**src/rtl/control_sequencer_pkg.sv**
```systemverilog
// Shared definitions for the Mini SRC control unit: opcodes, widths,
// run/halt state encoding and the packed control-strobe bundle.
package cpu_pkg;

    localparam int STEP_W = 3;
    localparam int OP_W   = 5;

    localparam logic [OP_W-1:0] OP_LD   = 5'b00000;
    localparam logic [OP_W-1:0] OP_LDI  = 5'b00001;
    localparam logic [OP_W-1:0] OP_ST   = 5'b00010;
    localparam logic [OP_W-1:0] OP_ADD  = 5'b00011;
    localparam logic [OP_W-1:0] OP_SHL  = 5'b01011;
    localparam logic [OP_W-1:0] OP_ADDI = 5'b01100;
    localparam logic [OP_W-1:0] OP_ORI  = 5'b01110;
    localparam logic [OP_W-1:0] OP_DIV  = 5'b01111;
    localparam logic [OP_W-1:0] OP_MUL  = 5'b10000;
    localparam logic [OP_W-1:0] OP_NEG  = 5'b10001;
    localparam logic [OP_W-1:0] OP_NOT  = 5'b10010;
    localparam logic [OP_W-1:0] OP_BR   = 5'b10011;
    localparam logic [OP_W-1:0] OP_JR   = 5'b10100;
    localparam logic [OP_W-1:0] OP_IN   = 5'b10110;
    localparam logic [OP_W-1:0] OP_OUT  = 5'b10111;
    localparam logic [OP_W-1:0] OP_MFHI = 5'b11000;
    localparam logic [OP_W-1:0] OP_MFLO = 5'b11001;
    localparam logic [OP_W-1:0] OP_NOP  = 5'b11010;
    localparam logic [OP_W-1:0] OP_HALT = 5'b11011;

    localparam logic [OP_W-1:0] ALU_ADD = OP_ADD;

    typedef enum logic {
        EXEC = 1'b0,
        HALT = 1'b1
    } state_t;

    typedef struct packed {
        logic illegal;
        logic ba_out;
        logic r_out;
        logic r_in;
        logic grc;
        logic grb;
        logic gra;
        logic outport_in;
        logic inport_out;
        logic con_in;
        logic lo_out;
        logic hi_out;
        logic lo_in;
        logic hi_in;
        logic c_out;
        logic z_hi_out;
        logic z_lo_out;
        logic z_in;
        logic y_in;
        logic ir_in;
        logic write;
        logic read;
        logic mdr_out;
        logic mdr_in;
        logic mar_in;
        logic inc_pc;
        logic pc_in;
        logic pc_out;
    } ctrl_t;

endpackage

```
**src/rtl/control_sequencer_if.sv**
```systemverilog
// Bundle between the control unit and the datapath: IR/condition/stop in,
// every per-cycle strobe plus run/step/illegal status out.
interface control_sequencer_if;
    import cpu_pkg::*;

    logic [31:0]       ir;
    logic              con_ff;
    logic              stop;
    logic              run;
    logic              illegal;
    logic [STEP_W-1:0] step;
    logic [OP_W-1:0]   alu_op;
    logic pc_out, pc_in, inc_pc;
    logic mar_in, mdr_in, mdr_out, read, write;
    logic ir_in, y_in, z_in, z_lo_out, z_hi_out, c_out;
    logic hi_in, lo_in, hi_out, lo_out, con_in, inport_out, outport_in;
    logic gra, grb, grc, r_in, r_out, ba_out;

    modport master (
        input  ir, con_ff, stop,
        output run, illegal, step, alu_op,
        output pc_out, pc_in, inc_pc,
        output mar_in, mdr_in, mdr_out, read, write,
        output ir_in, y_in, z_in, z_lo_out, z_hi_out, c_out,
        output hi_in, lo_in, hi_out, lo_out, con_in, inport_out, outport_in,
        output gra, grb, grc, r_in, r_out, ba_out
    );

    modport slave (
        output ir, con_ff, stop,
        input  run, illegal, step, alu_op,
        input  pc_out, pc_in, inc_pc,
        input  mar_in, mdr_in, mdr_out, read, write,
        input  ir_in, y_in, z_in, z_lo_out, z_hi_out, c_out,
        input  hi_in, lo_in, hi_out, lo_out, con_in, inport_out, outport_in,
        input  gra, grb, grc, r_in, r_out, ba_out
    );

endinterface

```
**src/rtl/control_sequencer_decode.sv**
```systemverilog
// Purely combinational microcode table: (opcode, T-step, con_ff) to the
// strobe bundle, ALU operation and an end-of-instruction flag.
module control_decode
    import cpu_pkg::*;
(
    input  logic [OP_W-1:0]   opcode_i,
    input  logic [STEP_W-1:0] step_i,
    input  logic              con_ff_i,
    output ctrl_t             ctrl_o,
    output logic [OP_W-1:0]   alu_op_o,
    output logic              last_step_o
);

    // Fetch occupies T0-T2 for every opcode; execute steps follow by opcode class.
    always_comb begin
        ctrl_o      = '0;
        alu_op_o    = '0;
        last_step_o = 1'b0;
        case (step_i)
            3'd0: begin
                ctrl_o.pc_out = 1'b1;
                ctrl_o.mar_in = 1'b1;
                ctrl_o.inc_pc = 1'b1;
                ctrl_o.z_in   = 1'b1;
            end
            3'd1: begin
                ctrl_o.z_lo_out = 1'b1;
                ctrl_o.pc_in    = 1'b1;
                ctrl_o.read     = 1'b1;
                ctrl_o.mdr_in   = 1'b1;
            end
            3'd2: begin
                ctrl_o.mdr_out = 1'b1;
                ctrl_o.ir_in   = 1'b1;
                last_step_o    = (opcode_i == OP_NOP);
            end
            default: begin
                case (opcode_i) inside
                    [OP_ADD:OP_SHL], [OP_ADDI:OP_ORI]: begin
                        case (step_i)
                            3'd3: begin
                                ctrl_o.grb   = 1'b1;
                                ctrl_o.r_out = 1'b1;
                                ctrl_o.y_in  = 1'b1;
                            end
                            3'd4: begin
                                if (opcode_i inside {[OP_ADD:OP_SHL]}) begin
                                    ctrl_o.grc   = 1'b1;
                                    ctrl_o.r_out = 1'b1;
                                end else begin
                                    ctrl_o.c_out = 1'b1;
                                end
                                ctrl_o.z_in = 1'b1;
                                alu_op_o    = opcode_i;
                            end
                            3'd5: begin
                                ctrl_o.z_lo_out = 1'b1;
                                ctrl_o.gra      = 1'b1;
                                ctrl_o.r_in     = 1'b1;
                                last_step_o     = 1'b1;
                            end
                            default: ;
                        endcase
                    end
                    OP_LD, OP_LDI, OP_ST: begin
                        case (step_i)
                            3'd3: begin
                                ctrl_o.grb    = 1'b1;
                                ctrl_o.ba_out = 1'b1;
                                ctrl_o.y_in   = 1'b1;
                            end
                            3'd4: begin
                                ctrl_o.c_out = 1'b1;
                                ctrl_o.z_in  = 1'b1;
                                alu_op_o     = ALU_ADD;
                            end
                            3'd5: begin
                                ctrl_o.z_lo_out = 1'b1;
                                if (opcode_i == OP_LDI) begin
                                    ctrl_o.gra  = 1'b1;
                                    ctrl_o.r_in = 1'b1;
                                    last_step_o = 1'b1;
                                end else begin
                                    ctrl_o.mar_in = 1'b1;
                                end
                            end
                            3'd6: begin
                                ctrl_o.mdr_in = 1'b1;
                                if (opcode_i == OP_ST) begin
                                    ctrl_o.gra   = 1'b1;
                                    ctrl_o.r_out = 1'b1;
                                end else begin
                                    ctrl_o.read = 1'b1;
                                end
                            end
                            default: begin
                                if (opcode_i == OP_ST) begin
                                    ctrl_o.write = 1'b1;
                                end else begin
                                    ctrl_o.mdr_out = 1'b1;
                                    ctrl_o.gra     = 1'b1;
                                    ctrl_o.r_in    = 1'b1;
                                end
                                last_step_o = 1'b1;
                            end
                        endcase
                    end
                    OP_MUL, OP_DIV: begin
                        case (step_i)
                            3'd3: begin
                                ctrl_o.gra   = 1'b1;
                                ctrl_o.r_out = 1'b1;
                                ctrl_o.y_in  = 1'b1;
                            end
                            3'd4: begin
                                ctrl_o.grb   = 1'b1;
                                ctrl_o.r_out = 1'b1;
                                ctrl_o.z_in  = 1'b1;
                                alu_op_o     = opcode_i;
                            end
                            3'd5: begin
                                ctrl_o.z_lo_out = 1'b1;
                                ctrl_o.lo_in    = 1'b1;
                            end
                            3'd6: begin
                                ctrl_o.z_hi_out = 1'b1;
                                ctrl_o.hi_in    = 1'b1;
                                last_step_o     = 1'b1;
                            end
                            default: ;
                        endcase
                    end
                    OP_NEG, OP_NOT: begin
                        if (step_i == 3'd3) begin
                            ctrl_o.grb   = 1'b1;
                            ctrl_o.r_out = 1'b1;
                            ctrl_o.z_in  = 1'b1;
                            alu_op_o     = opcode_i;
                        end else if (step_i == 3'd4) begin
                            ctrl_o.z_lo_out = 1'b1;
                            ctrl_o.gra      = 1'b1;
                            ctrl_o.r_in     = 1'b1;
                            last_step_o     = 1'b1;
                        end
                    end
                    OP_BR: begin
                        case (step_i)
                            3'd3: begin
                                ctrl_o.gra    = 1'b1;
                                ctrl_o.r_out  = 1'b1;
                                ctrl_o.con_in = 1'b1;
                            end
                            3'd4: begin
                                ctrl_o.pc_out = 1'b1;
                                ctrl_o.y_in   = 1'b1;
                            end
                            3'd5: begin
                                ctrl_o.c_out = 1'b1;
                                ctrl_o.z_in  = 1'b1;
                                alu_op_o     = ALU_ADD;
                            end
                            3'd6: begin
                                ctrl_o.z_lo_out = 1'b1;
                                ctrl_o.pc_in    = con_ff_i;
                                last_step_o     = 1'b1;
                            end
                            default: ;
                        endcase
                    end
                    OP_JR, OP_IN, OP_OUT, OP_MFHI, OP_MFLO: begin
                        if (step_i == 3'd3) begin
                            ctrl_o.gra        = 1'b1;
                            ctrl_o.pc_in      = (opcode_i == OP_JR);
                            ctrl_o.r_out      = (opcode_i == OP_JR) || (opcode_i == OP_OUT);
                            ctrl_o.outport_in = (opcode_i == OP_OUT);
                            ctrl_o.inport_out = (opcode_i == OP_IN);
                            ctrl_o.hi_out     = (opcode_i == OP_MFHI);
                            ctrl_o.lo_out     = (opcode_i == OP_MFLO);
                            ctrl_o.r_in       = (opcode_i == OP_IN) || (opcode_i == OP_MFHI)
                                             || (opcode_i == OP_MFLO);
                            last_step_o       = 1'b1;
                        end
                    end
                    OP_NOP, OP_HALT: begin
                        last_step_o = (step_i == 3'd3);
                    end
                    default: begin
                        if (step_i == 3'd3) begin
                            ctrl_o.illegal = 1'b1;
                            last_step_o    = 1'b1;
                        end
                    end
                endcase
            end
        endcase
    end

endmodule

```
**src/rtl/control_sequencer.sv**
```systemverilog
// Mini SRC control unit: owns the T-step counter and run/halt state and
// gates the decoded strobes onto the datapath bundle.
module control_sequencer
    import cpu_pkg::*;
(
    input  logic clock,
    input  logic reset,
    control_sequencer_if.master bus
);

    state_t            state_q, state_d;
    logic [STEP_W-1:0] step_q, step_d;
    logic [OP_W-1:0]   opcode;
    ctrl_t             decCtrl;
    ctrl_t             gated;
    logic [OP_W-1:0]   decAlu;
    logic              decLast;
    logic              active;
    logic              unusedIrBits;

    assign opcode       = bus.ir[31:27];
    assign unusedIrBits = ^bus.ir[26:0];

    control_decode u_decode (
        .opcode_i    (opcode),
        .step_i      (step_q),
        .con_ff_i    (bus.con_ff),
        .ctrl_o      (decCtrl),
        .alu_op_o    (decAlu),
        .last_step_o (decLast)
    );

    // Advance the step each cycle; the final step wraps to T0 and decides run vs halt.
    always_comb begin
        state_d = state_q;
        step_d  = step_q;
        if (state_q == EXEC) begin
            if (decLast) begin
                step_d = '0;
                if ((opcode == OP_HALT) || bus.stop) begin
                    state_d = HALT;
                end
            end else begin
                step_d = step_q + STEP_W'(1);
            end
        end else begin
            step_d = '0;
        end
    end

    // State register; reset aborts any instruction in flight and restarts at T0 fetch.
    always_ff @(posedge clock) begin
        if (reset) begin
            state_q <= EXEC;
            step_q  <= '0;
        end else begin
            state_q <= state_d;
            step_q  <= step_d;
        end
    end

    assign active = (state_q == EXEC) && !reset;
    assign gated  = active ? decCtrl : '0;

    assign bus.run        = (state_q == EXEC);
    assign bus.step       = step_q;
    assign bus.alu_op     = active ? decAlu : '0;
    assign bus.illegal    = gated.illegal;
    assign bus.pc_out     = gated.pc_out;
    assign bus.pc_in      = gated.pc_in;
    assign bus.inc_pc     = gated.inc_pc;
    assign bus.mar_in     = gated.mar_in;
    assign bus.mdr_in     = gated.mdr_in;
    assign bus.mdr_out    = gated.mdr_out;
    assign bus.read       = gated.read;
    assign bus.write      = gated.write;
    assign bus.ir_in      = gated.ir_in;
    assign bus.y_in       = gated.y_in;
    assign bus.z_in       = gated.z_in;
    assign bus.z_lo_out   = gated.z_lo_out;
    assign bus.z_hi_out   = gated.z_hi_out;
    assign bus.c_out      = gated.c_out;
    assign bus.hi_in      = gated.hi_in;
    assign bus.lo_in      = gated.lo_in;
    assign bus.hi_out     = gated.hi_out;
    assign bus.lo_out     = gated.lo_out;
    assign bus.con_in     = gated.con_in;
    assign bus.inport_out = gated.inport_out;
    assign bus.outport_in = gated.outport_in;
    assign bus.gra        = gated.gra;
    assign bus.grb        = gated.grb;
    assign bus.grc        = gated.grc;
    assign bus.r_in       = gated.r_in;
    assign bus.r_out      = gated.r_out;
    assign bus.ba_out     = gated.ba_out;

endmodule
```
**src/flat_wrapper.sv**
```systemverilog
// flat-port wrapper written by rule: the top's interface ports become plain ports
module control_sequencer_flat import cpu_pkg::*;
  (clock, reset, bus_ir, bus_con_ff, bus_stop, bus_run, bus_illegal, bus_step, bus_alu_op, bus_pc_out, bus_pc_in, bus_inc_pc, bus_mar_in, bus_mdr_in, bus_mdr_out, bus_read, bus_write, bus_ir_in, bus_y_in, bus_z_in, bus_z_lo_out, bus_z_hi_out, bus_c_out, bus_hi_in, bus_lo_in, bus_hi_out, bus_lo_out, bus_con_in, bus_inport_out, bus_outport_in, bus_gra, bus_grb, bus_grc, bus_r_in, bus_r_out, bus_ba_out);
  control_sequencer_if bus_i ();
  input  logic clock;
  input  logic reset;
  input wire logic [$bits(bus_i.ir)-1:0] bus_ir;
  input wire logic [$bits(bus_i.con_ff)-1:0] bus_con_ff;
  input wire logic [$bits(bus_i.stop)-1:0] bus_stop;
  output wire logic [$bits(bus_i.run)-1:0] bus_run;
  output wire logic [$bits(bus_i.illegal)-1:0] bus_illegal;
  output wire logic [$bits(bus_i.step)-1:0] bus_step;
  output wire logic [$bits(bus_i.alu_op)-1:0] bus_alu_op;
  output wire logic [$bits(bus_i.pc_out)-1:0] bus_pc_out;
  output wire logic [$bits(bus_i.pc_in)-1:0] bus_pc_in;
  output wire logic [$bits(bus_i.inc_pc)-1:0] bus_inc_pc;
  output wire logic [$bits(bus_i.mar_in)-1:0] bus_mar_in;
  output wire logic [$bits(bus_i.mdr_in)-1:0] bus_mdr_in;
  output wire logic [$bits(bus_i.mdr_out)-1:0] bus_mdr_out;
  output wire logic [$bits(bus_i.read)-1:0] bus_read;
  output wire logic [$bits(bus_i.write)-1:0] bus_write;
  output wire logic [$bits(bus_i.ir_in)-1:0] bus_ir_in;
  output wire logic [$bits(bus_i.y_in)-1:0] bus_y_in;
  output wire logic [$bits(bus_i.z_in)-1:0] bus_z_in;
  output wire logic [$bits(bus_i.z_lo_out)-1:0] bus_z_lo_out;
  output wire logic [$bits(bus_i.z_hi_out)-1:0] bus_z_hi_out;
  output wire logic [$bits(bus_i.c_out)-1:0] bus_c_out;
  output wire logic [$bits(bus_i.hi_in)-1:0] bus_hi_in;
  output wire logic [$bits(bus_i.lo_in)-1:0] bus_lo_in;
  output wire logic [$bits(bus_i.hi_out)-1:0] bus_hi_out;
  output wire logic [$bits(bus_i.lo_out)-1:0] bus_lo_out;
  output wire logic [$bits(bus_i.con_in)-1:0] bus_con_in;
  output wire logic [$bits(bus_i.inport_out)-1:0] bus_inport_out;
  output wire logic [$bits(bus_i.outport_in)-1:0] bus_outport_in;
  output wire logic [$bits(bus_i.gra)-1:0] bus_gra;
  output wire logic [$bits(bus_i.grb)-1:0] bus_grb;
  output wire logic [$bits(bus_i.grc)-1:0] bus_grc;
  output wire logic [$bits(bus_i.r_in)-1:0] bus_r_in;
  output wire logic [$bits(bus_i.r_out)-1:0] bus_r_out;
  output wire logic [$bits(bus_i.ba_out)-1:0] bus_ba_out;
  assign bus_i.ir = bus_ir;
  assign bus_i.con_ff = bus_con_ff;
  assign bus_i.stop = bus_stop;
  assign bus_run = bus_i.run;
  assign bus_illegal = bus_i.illegal;
  assign bus_step = bus_i.step;
  assign bus_alu_op = bus_i.alu_op;
  assign bus_pc_out = bus_i.pc_out;
  assign bus_pc_in = bus_i.pc_in;
  assign bus_inc_pc = bus_i.inc_pc;
  assign bus_mar_in = bus_i.mar_in;
  assign bus_mdr_in = bus_i.mdr_in;
  assign bus_mdr_out = bus_i.mdr_out;
  assign bus_read = bus_i.read;
  assign bus_write = bus_i.write;
  assign bus_ir_in = bus_i.ir_in;
  assign bus_y_in = bus_i.y_in;
  assign bus_z_in = bus_i.z_in;
  assign bus_z_lo_out = bus_i.z_lo_out;
  assign bus_z_hi_out = bus_i.z_hi_out;
  assign bus_c_out = bus_i.c_out;
  assign bus_hi_in = bus_i.hi_in;
  assign bus_lo_in = bus_i.lo_in;
  assign bus_hi_out = bus_i.hi_out;
  assign bus_lo_out = bus_i.lo_out;
  assign bus_con_in = bus_i.con_in;
  assign bus_inport_out = bus_i.inport_out;
  assign bus_outport_in = bus_i.outport_in;
  assign bus_gra = bus_i.gra;
  assign bus_grb = bus_i.grb;
  assign bus_grc = bus_i.grc;
  assign bus_r_in = bus_i.r_in;
  assign bus_r_out = bus_i.r_out;
  assign bus_ba_out = bus_i.ba_out;
  control_sequencer u_core (.clock(clock), .reset(reset), .bus(bus_i));
endmodule
```
**config.mk**
```make
export PLATFORM = sky130hd
export DESIGN_NAME = control_sequencer_flat
export DESIGN_NICKNAME = d
export VERILOG_FILES = /design/src/rtl/control_sequencer_pkg.sv /design/src/rtl/control_sequencer_if.sv /design/src/rtl/control_sequencer_decode.sv /design/src/rtl/control_sequencer.sv /design/src/flat_wrapper.sv
export SDC_FILE = /design/constraint.sdc
export NUM_CORES = 1
export LEC_CHECK = 0
export CAP_MARGIN = 10
export CORE_ASPECT_RATIO = 2
export CORE_MARGIN = 1.5
export CORE_UTILIZATION = 43
export CTS_CLUSTER_DIAMETER = 100
export DETAILED_ROUTE_END_ITERATION = 8
export PLACE_DENSITY_LB_ADDON = 0.2
export SLEW_MARGIN = 20
export SYNTH_ARGS = -nofsm -noshare
export SYNTH_HDL_FRONTEND = slang
export SYNTH_SLANG_ARGS = --single-unit
```
**constraint.sdc**
```tcl
create_clock -name clock -period 5.8 [get_ports clock]
set_input_delay 1.16 -clock clock [delete_from_list [all_inputs] [get_ports clock]]
set_output_delay 1.16 -clock clock [all_outputs]
set_load 0.02 [all_outputs]
```
==> Word level (Yosys, flattened, before mapping) <==
Cells that the tools add are included.
{ "classes": {"add_sub_neg": 1, "magnitude_cmp": 4, "eq_ne": 20, "muxes": 145, "n_bitwise": 1, "reduce_logical": 24} }
{ "op_table": {"columns": ["op", "count"], "rows": [
  ["two-way mux 1 bit", 94],
  ["equality test 5 bit, second input constant", 11],
  ["two-way mux 5 bit", 11],
  ["two-way mux 2 bit", 24],
  ["two-way mux 28 bit", 1],
  ["one-hot mux 1 bit (2 select lines)", 12],
  ["two-way mux 16 bit", 1],
  ["OR reduction 2 bit", 8],
  ["OR reduction 3 bit", 4],
  ["less-or-equal comparator 5 x 4 -> 1 bit, second input constant", 2],
  ["equality test 3 bit, second input constant", 3],
  ["equality test 3 x 2 -> 1 bit, second input constant", 2],
  ["equality test 5 x 1 -> 1 bit, second input constant", 1],
  ["equality test 5 x 2 -> 1 bit, second input constant", 1],
  ["equality test 5 x 4 -> 1 bit, second input constant", 1],
  ["greater-or-equal comparator 5 x 2 -> 1 bit, second input constant", 1],
  ["greater-or-equal comparator 5 x 4 -> 1 bit, second input constant", 1],
  ["zero test 5 bit", 1],
  ["OR reduction 5 bit", 1],
  ["logical OR 1 bit", 4],
  ["OR reduction 4 bit", 1],
  ["adder 3 x 1 -> 3 bit, second input constant", 1],
  ["equality test 3 x 1 -> 1 bit, second input constant", 1],
  ["logical AND 1 bit", 3],
  ["other kinds (5)", 5]
]} }
{ "word_totals": {"ff_bits": 4, "inputBits": 36, "output_inout_bits": 37, "elab_cells": 197} }

==> Logic depth before layout (Yosys ltp) <==
Gate-level depths: netlist of the first run.
{ "depth": {"depth_word": 12, "depth_mapped": 9} }

==> Cells and area by module <==
From an unflattened synthesis of the first run, not the netlist that was laid out.
{ "hier_totals": {"cells_unflattened": 219, "area_unflattened_um2": 1456.4} }
{ "by_module_without_submodules": {"columns": ["module", "n_inst", "cells_per_inst", "area_each_um2", "seq_area_each_um2"], "rows": [
  ["control_decode", 1, 168, 992.2, 0.0],
  ["control_sequencer", 1, 51, 464.2, 80.1]
]} }

==> Worst setup path before layout of the first run <==
No wires, ideal clock.
{ "synth_timing": {"kind": "input to output", "start": "in bus_ir[30]", "end": "out bus_z_in", "arrival_ns": 2.726, "required_ns": 4.640, "slack_ns": 1.914, "cell_stages": 6, "n_path_buf": 2, "path_cell_list": "buf_6 nand2b_1 or3_1 clkbuf_1 o211a_1 a211oi_1"} }
{ "synth_between": {"elab_chain_len": 8, "word_cells_on_any_way": 25} }
{ "synth_lines": {"columns": ["element", "line_no", "text"], "rows": [
  ["start, declared", "flat_wrapper.sv:7", "input wire logic [$bits(bus_i.ir)-1:0] bus_ir;"],
  ["equality test 5 bit (no source line)", null, null],
  ["two-way mux 2 bit or OR reduction 2 bit (tied branches)", "control_sequencer_decode.sv:38", "case (opcode_i) inside"],
  ["two-way mux 2 bit (3 in a row)", "control_sequencer_decode.sv:38", null],
  ["two-way mux 2 bit (*)", "control_sequencer_decode.sv:38", null],
  ["one-hot mux 1 bit (2 select lines) (*)", "control_sequencer_decode.sv:19", "case (step_i)"],
  ["two-way mux 28 bit (*)", "control_sequencer.sv:63", "assign gated = active ? decCtrl : '0;"],
  ["end, declared", "flat_wrapper.sv:24", "output wire logic [$bits(bus_i.z_in)-1:0] bus_z_in;"]
]} }
Mark *: on every way between the ends. The rest lies on a longest branch, timed or not.

==> Final worst setup path of the first run <==
{ "layout_timing": {"start": "in bus_ir[30]", "end": "out bus_alu_op[4]"} }
{ "layout_between": {"elab_chain_len": 8, "word_cells_on_any_way": 23} }
{ "layout_lines": {"columns": ["element", "line_no", "text"], "rows": [
  ["equality test 5 bit (no source line)", null, null],
  ["OR reduction 2 bit", "control_sequencer_decode.sv:38", null],
  ["two-way mux 5 bit (3 in a row)", "control_sequencer_decode.sv:38", null],
  ["two-way mux 5 bit (*)", "control_sequencer_decode.sv:38", null],
  ["two-way mux 5 bit (*)", "control_sequencer_decode.sv:19", null],
  ["two-way mux 5 bit (*)", "control_sequencer.sv:67", "assign bus.alu_op = active ? decAlu : '0;"],
  ["end, declared", "flat_wrapper.sv:13", "output wire logic [$bits(bus_i.alu_op)-1:0] bus_alu_op;"]
]} }
Marked as above.

==> flow_metrics.py, run 1 <==
metrics = {
    "outcome": {
        "status": "finished, final reports clean",
    },
    "sta": {
        "hold_viol_final": 0,
        "tightest_slew_ns": 0.852,
        "period_needed_ns": 5.14,
        "skew_ns": 0.000600,
        "finalSetupViolCount": 0,
        "finalSetupTns_ns": 0,
        "rsz0062_at_grt": "false",
        "worst_hold_slack_ns": 0.561,
        "slew_violations": 0,
        "timing.fmax_mhz": 194,
        "fin_ws_ns": 0.657,
        "period_share_pct": 88.7,
        "slew_headroom_pct": 42.7,
    },
    "drt": {
        "wl_per_cell_um": 16.4,
        "final_antenna_net_count": 0,
        "routed_wl_mm": 4.67,
        "first_pass_iters": 4,
        "vias_per_cell": 6.50,
        "drt_first_iter_violations": 109,
        "vias": 1847,
        "route.detailed.drc": 0,
    },
    "global_routing": {
        "grt_pass1_vias": 1699,
        "grt_pass1_wl_mm": 7.75,
        "met1_usage_pct": 31.1,
        "use_met2_pct": 50.3,
        "antenna_found_initial": 0,
        "grt.total_usage_pct": 27.8,
        "grt-busiest-layer": "met2",
        "grt_start_max_net_pins": 23,
        "grt-ovfl-total": 0,
        "grt_util_met3_pct": 2.42,
    },
    "finish": {
        "final_nets": 297,
        "n_antenna_cell": 0,
        "drive_above_1_share_pct": 5.91,
        "fillers": 298,
        "areaGrowthSynthToFinish_pct": 36.4,
    },
    "synth": {
        "synth_area_leaders": "nor2_1 (9.1%), a21oi_1 (8.3%), nand2_1 (6.5%), dfxtp_1 (6.1%), ha_1 (4.7%)",
        "syn-cell-area_um2": 1320,
        "synthCells": 220,
        "synth_top_cell_by_area": "nor2_1",
        "syn_avg_cell_area_um2": 6.01,
        "synth_flop_cell": "dfxtp_1",
        "synth_top_area_share_pct": 9.08,
        "synthArstFlopShare_pct": 0,
        "synth_nets": 261,
        "synth_cell_types": 53,
        "ys_warn_count": 0,
        "yosysSeqAreaShare_pct": 6.05,
        "synth_seq_cells": 4,
        "synth_edf_count": 0,
    },
    "power_and_ir_drop": {
        "pwr_density_cell_nw_per_um2": 165,
        "ir_drop_mv": 0.156,
        "p_leak_nw": 0.630,
        "finalPower_uw": 298,
    },
    "floorplan": {
        "die-width_um": 42.2,
        "coreArea_um2": 2940,
        "start_util_pct": 44.9,
        "die_h_um": 81.4,
        "fp-row-count": 28,
        "top_level_ports": 73,
        "die_area_um2": 3440,
    },
    "cts": {
        "insertion_delay_ns": 0.21,
        "h-tree-depth": 1,
        "holdBufCountCts": 0,
        "post_cts_buffers": 0,
        "cts_made_buffers": 3,
        "cts_tree": "done",
        "path_clk_slew_ns": 0.03,
        "numClockSinks": 4,
        "root_buffer": "clkbuf_8",
        "cts_resized": 0,
        "ctsLongestPathBuffers": 2,
    },
    "flow_run": {
        "maxCapViolations": 0,
    },
    "critical_path": {
        "arrival_ns": 3.98,
        "cp-start-kind": "primary input",
        "r2r_slack_ns": 3.32,
        "critical_path_class": "primary input to primary output",
        "critPathRequiredTime_ns": 4.64,
        "crit_path_end_kind": "primary output",
        "cp_max_fo": 16,
    },
    "place": {
        "dp_hpwl_mm": 3.53,
        "gp_congestion": 0.936,
        "pre_cts_ws_ns": 0.737,
        "numPortBuffers": 45,
    },
    "min_path": {
        "hp-class": "flop to flop",
    },
}
-- cells by family (layout without fill, tap and decap cells) --
| logic type | Yosys count | in the layout | synth area share (%) |
|---|---|---|---|
| AO/OA/AOI/OAI | 78 | 78 | 41.3 |
| XOR/XNOR | 1 | 1 | 0.662 |
| adder cells (fa/ha/maj) | 5 | 5 | 4.73 |
| buffers and inverters | 32 | 66 | 10.4 |
| flip-flops | 4 | 4 | 6.06 |
| multiplexers | 1 | 1 | 0.757 |
| AND/OR/NAND/NOR | 99 | 99 | 36.1 |
-- per-layer routing --
metal  share of wire [%]  routed length, um
met1                  37               1730
met2                  52               2440
met3                 7.0                327
met4                 3.6                170
met5                   0                  0
-- cell usage after synthesis (all sizes together), types with 5 or more instances --
library cell,number
o21ai,15
nor2,33
clkbuf,14
nor4,5
a21oi,22
inv,12
nand3,7
nand2,23
nand2b,6
buf,6
a31oi,5
nor3,6
ha,5
-- registers in the layout, summed over array words and instances, names as in the netlist --
| signal | count |
|---|---|
| u_core.bus.step | 3 |
| u_core.state_q | 1 |
-- final timing paths --
| check | cells past startpoint | from | to |
|---|---|---|---|
| max | 6 | bus_ir[30] | bus_alu_op[4] |
| min | 1 | u_core.bus.step[0]$_SDFF_PP0_ | u_core.bus.step[0]$_SDFF_PP0_ |
| max reg2reg | 6 | u_core.bus.step[0]$_SDFF_PP0_ | u_core.bus.step[0]$_SDFF_PP0_ |
| min reg2reg | 1 | u_core.bus.step[0]$_SDFF_PP0_ | u_core.bus.step[0]$_SDFF_PP0_ |
-- metrics by stage --
step	area [um^2]	util, %	std cells
after floorplan	1320	-	220
after global placement	1760	59.9	281
after global routing	1800	61.3	284
after detailed placement	1760	59.9	281
final	1800	61.3	284
after CTS	1800	61.3	284
-- placed cells by master (no fill, tap or decap), types with 3 or more instances in the layout --
master	instances
clkdlybuf4s50_1	45
nor2_1	32
nand2_1	23
a21oi_1	22
inv_1	11
o21ai_1	8
nand3_1	7
o21ai_0	7
nand2b_1	6
nor3_1	6
buf_4	6
a31oi_1	5
ha_1	5
nand4_1	4
o211ai_1	4
nor2b_1	4
nor4_1	4
dfxtp_1	4
a22oi_1	3
and3_1	3
o21a_1	3
a2111oi_1	3
clkbuf_8	3
-- area by class of cell --
| class | count | area (um^2) | area share [%] |
|---|---|---|---|
| clock buffer | 3 | 41.3 | 2.29 |
| inverter | 12 | 45.0 | 2.50 |
| multi-input combinational | 184 | 1100 | 61.2 |
| sequential | 4 | 80.1 | 4.44 |
| tap | 30 | 37.5 | 2.08 |
| timing repair buffer | 51 | 495 | 27.5 |
-- power by group --
| group | total [mW] | switching [mW] | internal [mW] |
|---|---|---|---|
| clock network | 0.0569 | 0.0128 | 0.0441 |
| registers | 0.0371 | 0.00522 | 0.0319 |
| logic | 0.204 | 0.125 | 0.0799 |
| total | 0.298 | 0.143 | 0.156 |
-- critical path, stage by stage --
cell,delay [ns]
clkdlybuf4s50_1,0.74
nor2_1,0.71
o211ai_1,0.27
and2_1,0.27
nor3_1,0.19
clkdlybuf4s50_1,0.63
(Power assumes the default switching activity.)
==> inputs of run 2 (changes only) <==
--- a/config.mk
+++ b/config.mk
@@ -10,8 +10,9 @@
 export CORE_MARGIN = 1.5
 export CORE_UTILIZATION = 43
 export CTS_CLUSTER_DIAMETER = 100
+export CTS_CLUSTER_SIZE = 14
 export DETAILED_ROUTE_END_ITERATION = 8
-export PLACE_DENSITY_LB_ADDON = 0.2
+export PLACE_DENSITY = 0.88
 export SLEW_MARGIN = 20
 export SYNTH_ARGS = -nofsm -noshare
 export SYNTH_HDL_FRONTEND = slang
==> flow_metrics.py, run 2 (synthesis results as in run 1) <==
metrics = {
    "outcome": {
        "status": "finished, final reports clean",
    },
    "cts": {
        "insertion_delay_ns": 0.21,
        "cts_tree": "done",
        "cts_made_buffers": 3,
        "path_clk_slew_ns": 0.03,
        "cts_resized": 0,
        "ctsLongestPathBuffers": 2,
        "h-tree-depth": 1,
        "post_cts_buffers": 0,
        "numClockSinks": 4,
        "holdBufCountCts": 0,
        "root_buffer": "clkbuf_8",
    },
    "finish": {
        "final_nets": 300,
        "finish.utilization_pct": 62.1,
        "areaGrowthSynthToFinish_pct": 38.1,
        "largest_register_ffs": 3,
        "layout_common_cells": "clkdlybuf4s50_1 (45), nor2_1 (32), nand2_1 (23), a21oi_1 (22), inv_1 (11)",
        "fin_area_um2": 1830,
        "n_antenna_cell": 0,
        "final_common_cell": "clkdlybuf4s50_1",
        "stdcell_count": 287,
        "drive_above_1_share_pct": 7.00,
    },
    "critical_path": {
        "crit_family": "buffers and inverters",
        "arrival_ns": 3.82,
        "cpMaxStageDelayCell": "clkdlybuf4s50_1",
        "critPathRequiredTime_ns": 4.64,
        "reg2reg_to": "u_core.bus.step[1]$_SDFF_PP0_",
        "r2r_start": "u_core.bus.step[0]$_SDFF_PP0_",
        "cp_cell_sequence": "clkdlybuf4s50_1 -> nand2b_1 -> or3_1 -> o21ai_1 -> a31oi_1 -> a311oi_1 -> clkdlybuf4s50_1",
        "crit_buf_inv": 2,
        "worst_path_most_repeated_cell": "clkdlybuf4s50_1",
        "critical_path_class": "primary input to primary output",
        "cpPeakStageDelay_ns": 0.66,
        "worstRegToRegCells": 6,
        "cp_max_fo": 14,
        "cp-start-kind": "primary input",
        "crit_path_end_kind": "primary output",
        "r2r_slack_ns": 3.33,
    },
    "global_routing": {
        "antenna_found_initial": 0,
        "grt.total_usage_pct": 29.9,
        "grt_start_max_net_pins": 21,
        "grt-ovfl-total": 0,
        "grt_pass1_wl_mm": 8.19,
        "grt_pass1_vias": 1755,
    },
    "floorplan": {
        "coreArea_um2": 2940,
        "die_h_um": 81.4,
        "die-width_um": 42.2,
        "top_level_ports": 73,
        "die_area_um2": 3440,
        "fp-row-count": 28,
        "start_util_pct": 44.9,
    },
    "min_path": {
        "min-delay-start": "u_core.bus.step[0]$_SDFF_PP0_",
        "hp-class": "flop to flop",
        "hold_path_end": "u_core.bus.step[0]$_SDFF_PP0_",
        "whs_path_depth": 1,
    },
    "power_and_ir_drop": {
        "combPwrFrac_pct": 69.0,
        "pwr_density_cell_nw_per_um2": 165,
        "p_leak_nw": 0.644,
        "finalPower_uw": 302,
        "p_sw_share_pct": 47.8,
        "switching_power_uw": 144,
        "p_int_uw": 158,
        "p_clk_share_pct": 18.9,
        "ir_drop_mv": 0.154,
        "p_seq_share_pct": 12.1,
    },
    "flow_run": {
        "maxCapViolations": 0,
    },
    "drt": {
        "final_antenna_net_count": 0,
        "vias_per_cell": 6.49,
        "vias": 1862,
        "first_pass_iters": 5,
        "wl_per_cell_um": 16.9,
        "route.detailed.drc": 0,
        "drt_first_iter_violations": 106,
        "routed_wl_mm": 4.84,
    },
    "sta": {
        "period_needed_ns": 4.98,
        "fin_ws_ns": 0.821,
        "finalSetupTns_ns": 0,
        "rsz0062_at_grt": "false",
        "skew_ns": 0.000945,
        "slew_headroom_pct": 44.5,
        "tightest_slew_ns": 0.824,
        "period_share_pct": 85.9,
        "worst_hold_slack_ns": 0.543,
        "slew_violations": 0,
        "hold_viol_final": 0,
        "finalSetupViolCount": 0,
        "timing.fmax_mhz": 201,
    },
    "place": {
        "postPlaceCellArea_um2": 1790,
        "pre_cts_ws_ns": 0.859,
        "dpl.cell_count": 284,
        "numPortBuffers": 45,
        "dp_hpwl_mm": 3.73,
        "gp_congestion": 0.964,
    },
}
-- run 2: cell type report --
| cell class | instances | area (um^2) |
|---|---|---|
| fill | 285 | 1120 |
| multi-input combinational | 184 | 1100 |
| timing repair buffer | 54 | 518 |
| sequential | 4 | 80.1 |
| inverter | 12 | 45.0 |
| clock buffer | 3 | 41.3 |
| tap | 30 | 37.5 |
-- run 2: worst reg2reg max path, delay by kind of cell (launching register included) --
| kind | cells | cell delay (ns) |
|---|---|---|
| compound gates | 4 | 1.12 |
| fa+ha+maj | 2 | 0.85 |
| flops | 1 | 0.41 |
-- run 2: worst max-delay path by stage --
stage                    start   endpoint  depth (start not counted)
floorplan           bus_ir[30]   bus_z_in                          6
global placement    bus_ir[29]   bus_z_in                          6
detailed placement  bus_ir[30]   bus_r_in                          8
CTS                 bus_ir[30]   bus_r_in                          8
global route        bus_ir[29]  bus_c_out                          7
finish              bus_ir[29]  bus_c_out                          7
-- run 2: power by group through the flow --
stage                     clock network [mW]  registers [mW]  logic, mW
after floorplan                            0          0.0408      0.126
after global placement                     0          0.0367      0.204
after detailed placement                   0          0.0369      0.205
after CTS                             0.0588          0.0367      0.207
after global routing                  0.0617          0.0377      0.227
final                                 0.0570          0.0366      0.208
-- run 2: per-layer routing --
| metal | share of wire (%) | routed length [um] | global-route usage (%) |
|---|---|---|---|
| met5 | 0 | 0 | 0 |
| met4 | 2.4 | 116 | 16.6 |
| met3 | 6.6 | 322 | 2.86 |
| met2 | 55 | 2670 | 55.2 |
| met1 | 36 | 1730 | 32.4 |
